$ cat src/rtl/ahb_ifetch_if.sv
// ahb_ifetch_if: AHB-Lite read-only instruction bus between the fetch master and the slave side
// Signals:
//   HADDR  [31:0] master->slave  address-phase address
//   HTRANS [1:0]  master->slave  IDLE (00) or NONSEQ (10)
//   HWRITE        master->slave  always 0
//   HSIZE  [2:0]  master->slave  always word (010)
//   HREADY        slave->master  transfer done / bus ready
//   HRESP         slave->master  1 = ERROR
//   HRDATA [31:0] slave->master  read data
interface ahb_ifetch_if;
   logic [31:0] HADDR;
   logic [1:0]  HTRANS;
   logic        HWRITE;
   logic [2:0]  HSIZE;
   logic        HREADY;
   logic        HRESP;
   logic [31:0] HRDATA;
   modport master (output HADDR, HTRANS, HWRITE, HSIZE, input HREADY, HRESP, HRDATA);
   modport slave  (input HADDR, HTRANS, HWRITE, HSIZE, output HREADY, HRESP, HRDATA);
endinterface

$ cat src/rtl/ahb_ifetch_master.sv
// ahb_ifetch_master: AHB-Lite read-only master fetching 32-bit instruction words into a prefetch FIFO
// Ports:
//   HCLK, HRESETn        bus clock, asynchronous active-low reset
//   bus (master modport) AHB-Lite instruction bus
//   i_redirect           one-cycle pulse: flush and restart fetching at i_redirect_pc
//   i_redirect_pc [31:0] new fetch PC, bits [1:0] ignored
//   o_inst_valid         FIFO head valid (show-ahead)
//   o_inst [31:0]        instruction at FIFO head (0 for an error entry)
//   o_inst_pc [31:0]     PC of o_inst
//   o_inst_err           head entry returned an ERROR response
//   i_inst_ready         head consumed when o_inst_valid & i_inst_ready
module ahb_ifetch_master #(
   parameter logic [31:0] RESET_PC   = 32'h0000_0000,
   parameter int          FIFO_DEPTH = 4
) (
   input  logic         HCLK,
   input  logic         HRESETn,
   ahb_ifetch_if.master bus,
   input  logic         i_redirect,
   input  logic [31:0]  i_redirect_pc,
   output logic         o_inst_valid,
   output logic [31:0]  o_inst,
   output logic [31:0]  o_inst_pc,
   output logic         o_inst_err,
   input  logic         i_inst_ready
);
   localparam int AW = $clog2(FIFO_DEPTH);
   localparam int CW = AW + 1;
   typedef enum logic {RUN, HALT} state_t;
   state_t r_state, w_state_n;
   logic                  r_addr_valid, r_addr_stale, r_dp_valid, r_dp_stale;
   logic [31:0]           r_haddr, r_fetch_pc, r_dp_pc;
   logic [31:0]           r_mem_data [FIFO_DEPTH];
   logic [31:0]           r_mem_pc [FIFO_DEPTH];
   logic [FIFO_DEPTH-1:0] r_mem_err;
   logic [AW-1:0]         r_wr, r_rd;
   logic [CW-1:0]         r_count, w_count_n;
   logic                  w_err1, w_hold, w_accept, w_push, w_pop, w_dp_n, w_issue;
   logic [31:0]           w_pc_n;
   always_ff @(posedge HCLK or negedge HRESETn)
      if (!HRESETn) r_state <= RUN;
      else r_state <= w_state_n;
   always_comb begin
      // first cycle of a two-cycle ERROR response
      w_err1    = r_dp_valid & ~bus.HREADY & bus.HRESP;
      // a pending address phase must stay on the bus until HREADY, except when an error lets us cancel it
      w_hold    = r_addr_valid & ~bus.HREADY & ~w_err1;
      w_accept  = r_addr_valid & bus.HREADY;
      w_push    = r_dp_valid & bus.HREADY & ~r_dp_stale & ~i_redirect;
      w_pop     = o_inst_valid & i_inst_ready & ~i_redirect;
      w_state_n = i_redirect ? RUN : (w_err1 & ~r_dp_stale) ? HALT : r_state;
      // fetch_pc always equals the address of a live pending phase; stale phases do not advance it
      w_pc_n    = i_redirect ? (i_redirect_pc & ~32'd3) :
                  (w_accept & ~r_addr_stale) ? r_fetch_pc + 32'd4 : r_fetch_pc;
      w_count_n = i_redirect ? '0 : r_count + CW'(w_push) - CW'(w_pop);
      // live beat occupying the data phase next cycle; stale beats hold no credit
      w_dp_n    = ~i_redirect & (bus.HREADY ? w_accept & ~r_addr_stale : r_dp_valid & ~r_dp_stale);
      w_issue   = (w_state_n == RUN) & ~w_err1 & ~w_hold &
                  ((w_count_n + CW'(w_dp_n)) < CW'(FIFO_DEPTH));
   end
   always_ff @(posedge HCLK or negedge HRESETn)
      if (!HRESETn) begin
         r_haddr      <= RESET_PC;
         r_fetch_pc   <= RESET_PC;
         r_addr_valid <= 1'b0;
         r_addr_stale <= 1'b0;
         r_dp_valid   <= 1'b0;
         r_dp_stale   <= 1'b0;
         r_dp_pc      <= '0;
         r_wr         <= '0;
         r_rd         <= '0;
         r_count      <= '0;
      end else begin
         r_fetch_pc   <= w_pc_n;
         r_addr_valid <= w_hold | w_issue;
         r_addr_stale <= w_hold & (r_addr_stale | i_redirect);
         if (w_issue) r_haddr <= w_pc_n;
         if (bus.HREADY) begin
            r_dp_valid <= r_addr_valid;
            r_dp_pc    <= r_haddr;
            r_dp_stale <= r_addr_stale | i_redirect;
         end else r_dp_stale <= r_dp_stale | i_redirect;
         r_count <= w_count_n;
         if (i_redirect) begin
            r_wr <= '0;
            r_rd <= '0;
         end else begin
            if (w_push) r_wr <= r_wr + AW'(1);
            if (w_pop) r_rd <= r_rd + AW'(1);
         end
      end
   always_ff @(posedge HCLK)
      if (w_push) begin
         r_mem_data[r_wr] <= bus.HRESP ? 32'd0 : bus.HRDATA;
         r_mem_pc[r_wr]   <= r_dp_pc;
         r_mem_err[r_wr]  <= bus.HRESP;
      end
   assign bus.HADDR    = r_haddr;
   assign bus.HTRANS   = r_addr_valid ? 2'b10 : 2'b00;
   assign bus.HWRITE   = 1'b0;
   assign bus.HSIZE    = 3'b010;
   assign o_inst_valid = r_count != '0;
   assign o_inst       = o_inst_valid ? r_mem_data[r_rd] : 32'd0;
   assign o_inst_pc    = o_inst_valid ? r_mem_pc[r_rd] : 32'd0;
   assign o_inst_err   = o_inst_valid & r_mem_err[r_rd];
endmodule

$ cat src/flat_wrapper.sv
// flat-port wrapper written by rule: the top's interface ports become plain ports
module ahb_ifetch_master_flat 
#(
   parameter logic [31:0] RESET_PC   = 32'h0000_0000,
   parameter int          FIFO_DEPTH = 4
)
  (HCLK, HRESETn, i_redirect, i_redirect_pc, o_inst_valid, o_inst, o_inst_pc, o_inst_err, i_inst_ready, bus_HADDR, bus_HTRANS, bus_HWRITE, bus_HSIZE, bus_HREADY, bus_HRESP, bus_HRDATA);
  ahb_ifetch_if bus_i ();
  input  logic HCLK;
  input  logic HRESETn;
  input  logic i_redirect;
  input  logic [31:0] i_redirect_pc;
  output logic o_inst_valid;
  output logic [31:0] o_inst;
  output logic [31:0] o_inst_pc;
  output logic o_inst_err;
  input  logic i_inst_ready;
  output wire logic [$bits(bus_i.HADDR)-1:0] bus_HADDR;
  output wire logic [$bits(bus_i.HTRANS)-1:0] bus_HTRANS;
  output wire logic [$bits(bus_i.HWRITE)-1:0] bus_HWRITE;
  output wire logic [$bits(bus_i.HSIZE)-1:0] bus_HSIZE;
  input wire logic [$bits(bus_i.HREADY)-1:0] bus_HREADY;
  input wire logic [$bits(bus_i.HRESP)-1:0] bus_HRESP;
  input wire logic [$bits(bus_i.HRDATA)-1:0] bus_HRDATA;
  assign bus_HADDR = bus_i.HADDR;
  assign bus_HTRANS = bus_i.HTRANS;
  assign bus_HWRITE = bus_i.HWRITE;
  assign bus_HSIZE = bus_i.HSIZE;
  assign bus_i.HREADY = bus_HREADY;
  assign bus_i.HRESP = bus_HRESP;
  assign bus_i.HRDATA = bus_HRDATA;
  ahb_ifetch_master #(.RESET_PC(RESET_PC), .FIFO_DEPTH(FIFO_DEPTH)) u_core (.HCLK(HCLK), .HRESETn(HRESETn), .bus(bus_i), .i_redirect(i_redirect), .i_redirect_pc(i_redirect_pc), .o_inst_valid(o_inst_valid), .o_inst(o_inst), .o_inst_pc(o_inst_pc), .o_inst_err(o_inst_err), .i_inst_ready(i_inst_ready));
endmodule
$ cat config.mk
export PLATFORM = sky130hd
export DESIGN_NAME = ahb_ifetch_master_flat
export DESIGN_NICKNAME = d
export VERILOG_FILES = /design/src/rtl/ahb_ifetch_if.sv /design/src/rtl/ahb_ifetch_master.sv /design/src/flat_wrapper.sv
export SDC_FILE = /design/constraint.sdc
export NUM_CORES = 1
export LEC_CHECK = 0
export ABC_AREA = 1
export CORE_UTILIZATION = 50
export DETAILED_ROUTE_END_ITERATION = 10
export PLACE_DENSITY = 0.75
export SLEW_MARGIN = 10
export SYNTH_ARGS = -nofsm -noshare
export SYNTH_HDL_FRONTEND = slang
export SYNTH_SLANG_ARGS = --single-unit
$ cat constraint.sdc
create_clock -name HCLK -period 3.7 [get_ports HCLK]
set_input_delay 0.555 -clock HCLK [delete_from_list [all_inputs] [get_ports HCLK]]
set_output_delay 0.555 -clock HCLK [all_outputs]
set_load 0.01 [all_outputs]
# Yosys cells after proc, flatten, opt, wreduce, memory -nomap -nowiden
# Memory sizes are Yosys's and may differ from the RTL's.
# Index checks and enable logic that the tools add are counted.
[word_totals] n_memories=2 mem_bits_rw=256 elab_cells=79 mem_bits_ro=0 latchBits=0 regBits=112 out_inout_bits=104
[classes] mul=0 order_cmp=4 eq_ne=0 n_shift=0 n_div=0 bitwise=29 n_addsub=6 reduce_logical=4 n_mux=22
[memory_table] memory="u_core.r_mem_data" depth=4 width=32 rd=1 rd_ports_with_merged_regs=0 write_ports=1 line_no="ahb_ifetch_master.sv:33" source="logic [31:0] r_mem_data [FIFO_DEPTH];"
[memory_table] memory="u_core.r_mem_pc" depth=4 width=32 rd=1 rd_ports_with_merged_regs=0 write_ports=1 line_no="ahb_ifetch_master.sv:34" source="logic [31:0] r_mem_pc [FIFO_DEPTH];"
[ops] cell="$mux 32" count=5
[ops] cell="$add 32x3->32 const B" count=1
[ops] cell="$and 1x1->1" count=19
[ops] cell="$mux 2" count=5
[ops] cell="$mux 1" count=8
[ops] cell="$not 1->1" count=7
[ops] cell="$add 3x1->3" count=2
[ops] cell="$lt 2x3->1 const B" count=2
[ops] cell="$add 2x1->2 const B" count=2
[ops] cell="$bwmux 4" count=1
[ops] cell="$reduce_bool 2->1" count=2
[ops] cell="$lt 3x3->1 const B" count=1
[ops] cell="$mux 3" count=1
[ops] cell="$or 1x1->1" count=3
[ops] cell="$reduce_bool 3->1" count=1
[ops] cell="$sub 3x1->3" count=1
[ops] cell="$bmux 1 s2" count=1
[ops] cell="$demux 1 s2" count=1
[ops] cell="$ge 2x1->1 const B" count=1
[ops] cell="$logic_and 1x1->1" count=1

# Longest topological paths before layout
[logic_depth] word_depth=11 depth_mapped=21 depth_no_buf=20

# Worst setup path before layout
# No wires, ideal clock.
[synth_path] path_type="in2reg" startpoint="in i_redirect" endpoint="mem u_core.r_mem_data[0][0] (enable)" required_time_ns=3.212 t_arrival_ns=3.959 path_buffers=2 setup_time_ns=0.488 setup_slack_ns=-0.747 cell_stages=5 path_cell_list="clkbuf_1 -> clkbuf_1 -> nor2_1 -> inv_1 -> nor2_1"
[synth_via] elab_chain_len=4
[synth_rtl] element="from (decl)" line_no="flat_wrapper.sv:11" source="input logic i_redirect;"
[synth_rtl] element="$not 1->1" line_no="ahb_ifetch_master.sv:49" source="w_push = r_dp_valid & bus.HREADY & ~r_dp_stale & ~i_redirect;"
[synth_rtl] element="$and 1x1->1" line_no="ahb_ifetch_master.sv:49"
[synth_rtl] element="$mux 1" line_no="ahb_ifetch_master.sv:93" source="if (w_push) begin"
[synth_rtl] element="$mux 1" line_no="ahb_ifetch_master.sv:94" source="r_mem_data[r_wr] <= bus.HRESP ? 32'd0 : bus.HRDATA;"
[synth_rtl] element="to (decl)" line_no="ahb_ifetch_master.sv:33"
# Every way passes these cells.

# Worst setup path in the final report
[layout_path] startpoint="reg u_core.r_rd[0]" endpoint="out o_inst_pc[18]"
[layout_via] elab_chain_len=2
[layout_rtl] element="from (decl)" line_no="ahb_ifetch_master.sv:36" source="logic [AW-1:0] r_wr, r_rd;"
[layout_rtl] element="from (signal assigned)" line_no="ahb_ifetch_master.sv:89" source="if (w_pop) r_rd <= r_rd + AW'(1);"
[layout_rtl] element="$mem_v2 4x32"
[layout_rtl] element="$mux 32" line_no="ahb_ifetch_master.sv:104" source="assign o_inst_pc = o_inst_valid ? r_mem_pc[r_rd] : 32'd0;"
[layout_rtl] element="to (decl)" line_no="flat_wrapper.sv:15" source="output logic [31:0] o_inst_pc;"
# Every way passes these cells.

==> results.md <==
* Area of the multi-input gates at 4280 µm²
* Die W at 178 µm
* Synth Area per Inst at 10.3 µm²
* Fill count at 2378
* Top post-synthesis cells by area: edfxtp_1 50%, dfrtp_1 17%, nor2_1 8.2%
* Worst Setup Start Kind: register
* CP max-delay cell: buf_4
* CTS resizes at 0
* WP data required at 3140 ps
* Synth async-reset ratio at 29.3%
* R2R Setup Slk at 570 ps
* Synth top area share at 50.4%
* Number of global-route vias before repair at 10547
* Routability cong. at 0.870
* Pre-CTS setup slack at 310 ps
* Reg area at 10500 µm²
* Clock Latency Late Sink at 510 ps
* Finished Cell Area at 18800 µm²
* Router iterations before antenna repair at 8
* Critical path arrival at 2880 ps
* Pin count of the biggest net entering global routing at 76
* CP Class: reg2out
* Vias per cell at 5.20
* Post-synth cell types at 41
* HPWL after detailed placement at 21100 µm
* R2r worst-path depth at 18
* Global-route wire length before repair at 54700 µm
* Fin crit period at 3430 ps
* CP cell instances: buf_4 -> nor2_1 -> nor2_1 -> o21ai_0 -> a21oi_1 -> clkdlybuf4s50_1
* Total track usage at 22.2%
* Highest Clock Rate at 0.291 GHz
* Fin cells at 2074
* Slowest Stage Delay on Critical Path at 650 ps
* Clock slew at reported path FFs at 60 ps
* Sequential fraction of the synthesis area at 67.8%
* Endpoint class of the critical path: output pin
* Failing checks: DRC
* Area growth, synth to finish at 21.5%
* Critical-path maximum fanout at 75
* Fin. Hold Viols at 0
* Seq cells post-synth at 368
* Area leader, netlist: edfxtp_1
* Most used cell, CP: nor2_1
* Clk sinks at 368
* Post-Route WL at 34700 µm
* Root buffer cell: clkbuf_16
* Nets@finish at 1729
* DR vias at 10787
* Leak at 7.44 nW
* RR Endpoint: u_core.bus.HADDR[14]
* Residual DRC at 1
* Core Box Area at 30500 µm²
* Worst hold path type: in2async
* Grt ovf at 0
* Die ar. at 31700 µm²
* Maximum VDD drop at 0.419 mV
* Antenna diode count at 0
* Actual slew at the worst max-slew pin at 890 ps
* R2r startpoint: u_core.r_count[1]
* Number of placement rows at 64
* Post-CTS Hold Buffers at 0
* IO Pins at 174
* Post-synth EDFFs at 260
* Setup ws final at 268 ps
* # Post-CTS Setup Buffers at 0
* Share of cells above drive strength 1 at 6.79%
* Clock Tree Buf Depth at 3
* WL/cell at 16.7 µm
* Part of the cycle the worst path needs at 92.8%
* Status: complete, but fails checks
* Final ANT Viol Nets at 0
* Synth warn at 0
* CTS tree: yes
* Die Ht at 178 µm
* TNS Setup at 0 ps
* I/O Buffers at 166
* Skew final at 12.1 ps
* Initial core utilization at 50.8%
* DP Area at 17600 µm²
* Dominant register cell in the synthesized netlist: edfxtp_1
* PwrDens at 663 nW/µm²
* Setup violators final at 0
* Drt first-iter violations at 909
* Initial antenna violation count at 0
* Final hold slack at 79.9 ps
* Post-synthesis cell area at 15500 µm²
* Max-cap violations at 0
* H-tree depth at 2
* Fin. max-slew vios at 0
* Placed Cells at 2008
* RSZ-0062 raised after global routing: no
* Synth Instances at 1500
* Num CTS Buffers at 37
* Relative max-transition margin at 40.7%
-- layout by cell type, fill, tap and decap left out, types with 4 or more instances in the layout --
cell type,count
buf_12,9
buf_4,17
o21ai_0,141
nor2_1,335
nand3_1,44
xor2_1,6
nand4_1,7
inv_1,91
conb_1,5
or2_2,8
nor2_4,6
clkinv_2,9
bufinv_16,4
nand2_1,269
a21oi_1,71
clkbuf_16,39
ha_1,7
o21bai_1,5
clkdlybuf4s50_1,165
o21ai_1,21
nor3_1,4
edfxtp_1,260
clkbuf_1,9
dfrtp_1,106
-- report_power, final --
part           internal [W]  switching, W  total (W)
sequential          0.00495      0.000443    0.00540
combinational       0.00144       0.00194    0.00337
clock               0.00223       0.00148    0.00371
total               0.00862       0.00386     0.0125
-- critical path, delay by kind of cell (launching register included) --
kind / cells / cell delay, ps
buffers and inverters: 2 / 1250
flip-flops: 1 / 450
AO/OA/AOI/OAI: 2 / 390
AND/OR/NAND/NOR: 2 / 230
-- cells in the mapped netlist (4+ instances only) --
| library cell | number |
|---|---|
| o21ai_0 | 141 |
| xor2_1 | 6 |
| or2_2 | 8 |
| buf_2 | 9 |
| nor3_1 | 4 |
| buf_4 | 7 |
| clkbuf_1 | 48 |
| nand2_1 | 269 |
| o21bai_1 | 5 |
| o21ai_1 | 21 |
| buf_1 | 12 |
| dfrtp_1 | 108 |
| nor2_1 | 340 |
| a21oi_1 | 71 |
| buf_6 | 6 |
| inv_1 | 92 |
| edfxtp_1 | 260 |
| nand3_1 | 44 |
| ha_1 | 7 |
| nand4_1 | 7 |
-- registers in the layout (all words and copies together), names as in the netlist --
signal,cells
u_core.r_dp_pc,32
u_core.r_count,3
u_core.r_fetch_pc,32
u_core.r_wr,2
u_core.r_mem_pc,128
u_core.r_mem_data,128
u_core.r_rd,2
u_core.r_mem_err,4
u_core.r_state,1
u_core.bus.HADDR,32
u_core.r_dp_valid,1
u_core.r_addr_stale,1
u_core.r_addr_valid,1
u_core.r_dp_stale,1
-- area by class of cell --
cell class / count / area share [%]
Sequential cell: 368 / 55.9
Multi-Input combinational cell: 957 / 22.7
Timing Repair Buffer: 191 / 10.4
Clock buffer: 49 / 5.44
Tap cell: 396 / 2.63
Inverter: 96 / 1.93
Clock inverter: 17 / 1.00
-- worst max-delay path by stage --
stage / cells after the start / slack [ps] / to / start
floorplan: 5 / -750 / u_core.r_mem_data[0][0] / i_redirect
global placement: 12 / 400 / u_core.bus.HADDR[16] / i_redirect
detailed placement: 13 / 310 / u_core.bus.HADDR[14] / i_redirect
CTS: 6 / 250 / o_inst_pc[14] / u_core.r_rd[0]
global route: 6 / 100 / o_inst_pc[19] / u_core.r_rd[0]
finish: 6 / 270 / o_inst_pc[18] / u_core.r_rd[0]
-- cell families (layout without fill, tap and decap cells) --
kind of cell / Yosys count / in the layout / synth area share (%)
AO/OA/AOI/OAI: 248 / 248 / 8.28
XOR/XNOR: 9 / 9 / 0.509
adder cells (fa/ha/maj): 8 / 8 / 0.694
buffers and inverters: 178 / 353 / 4.86
flip-flops: 368 / 368 / 67.8
other: 2 / 5 / 0.0485
AND/OR/NAND/NOR: 687 / 687 / 17.8
-- routing by layer --
metal,track usage [%],share of wire (%)
met1,30.4,44
met5,0,0
met3,3.01,6.2
met2,37.2,48
met4,6.37,2.0
-- metrics by stage --
| stage | power, W | utilization (%) |
|---|---|---|
| 6_report | 0.0125 | 61.7 |
| 3_5_place_dp | 0.00885 | 57.7 |
| 2_1_floorplan | 0.00712 | - |
| 4_1_cts | 0.0126 | 61.7 |
| 3_3_place_gp | 0.00877 | 57.7 |
| 5_1_grt | 0.0131 | 61.7 |
No activity file was read; power rests on OpenSTA's default activity.
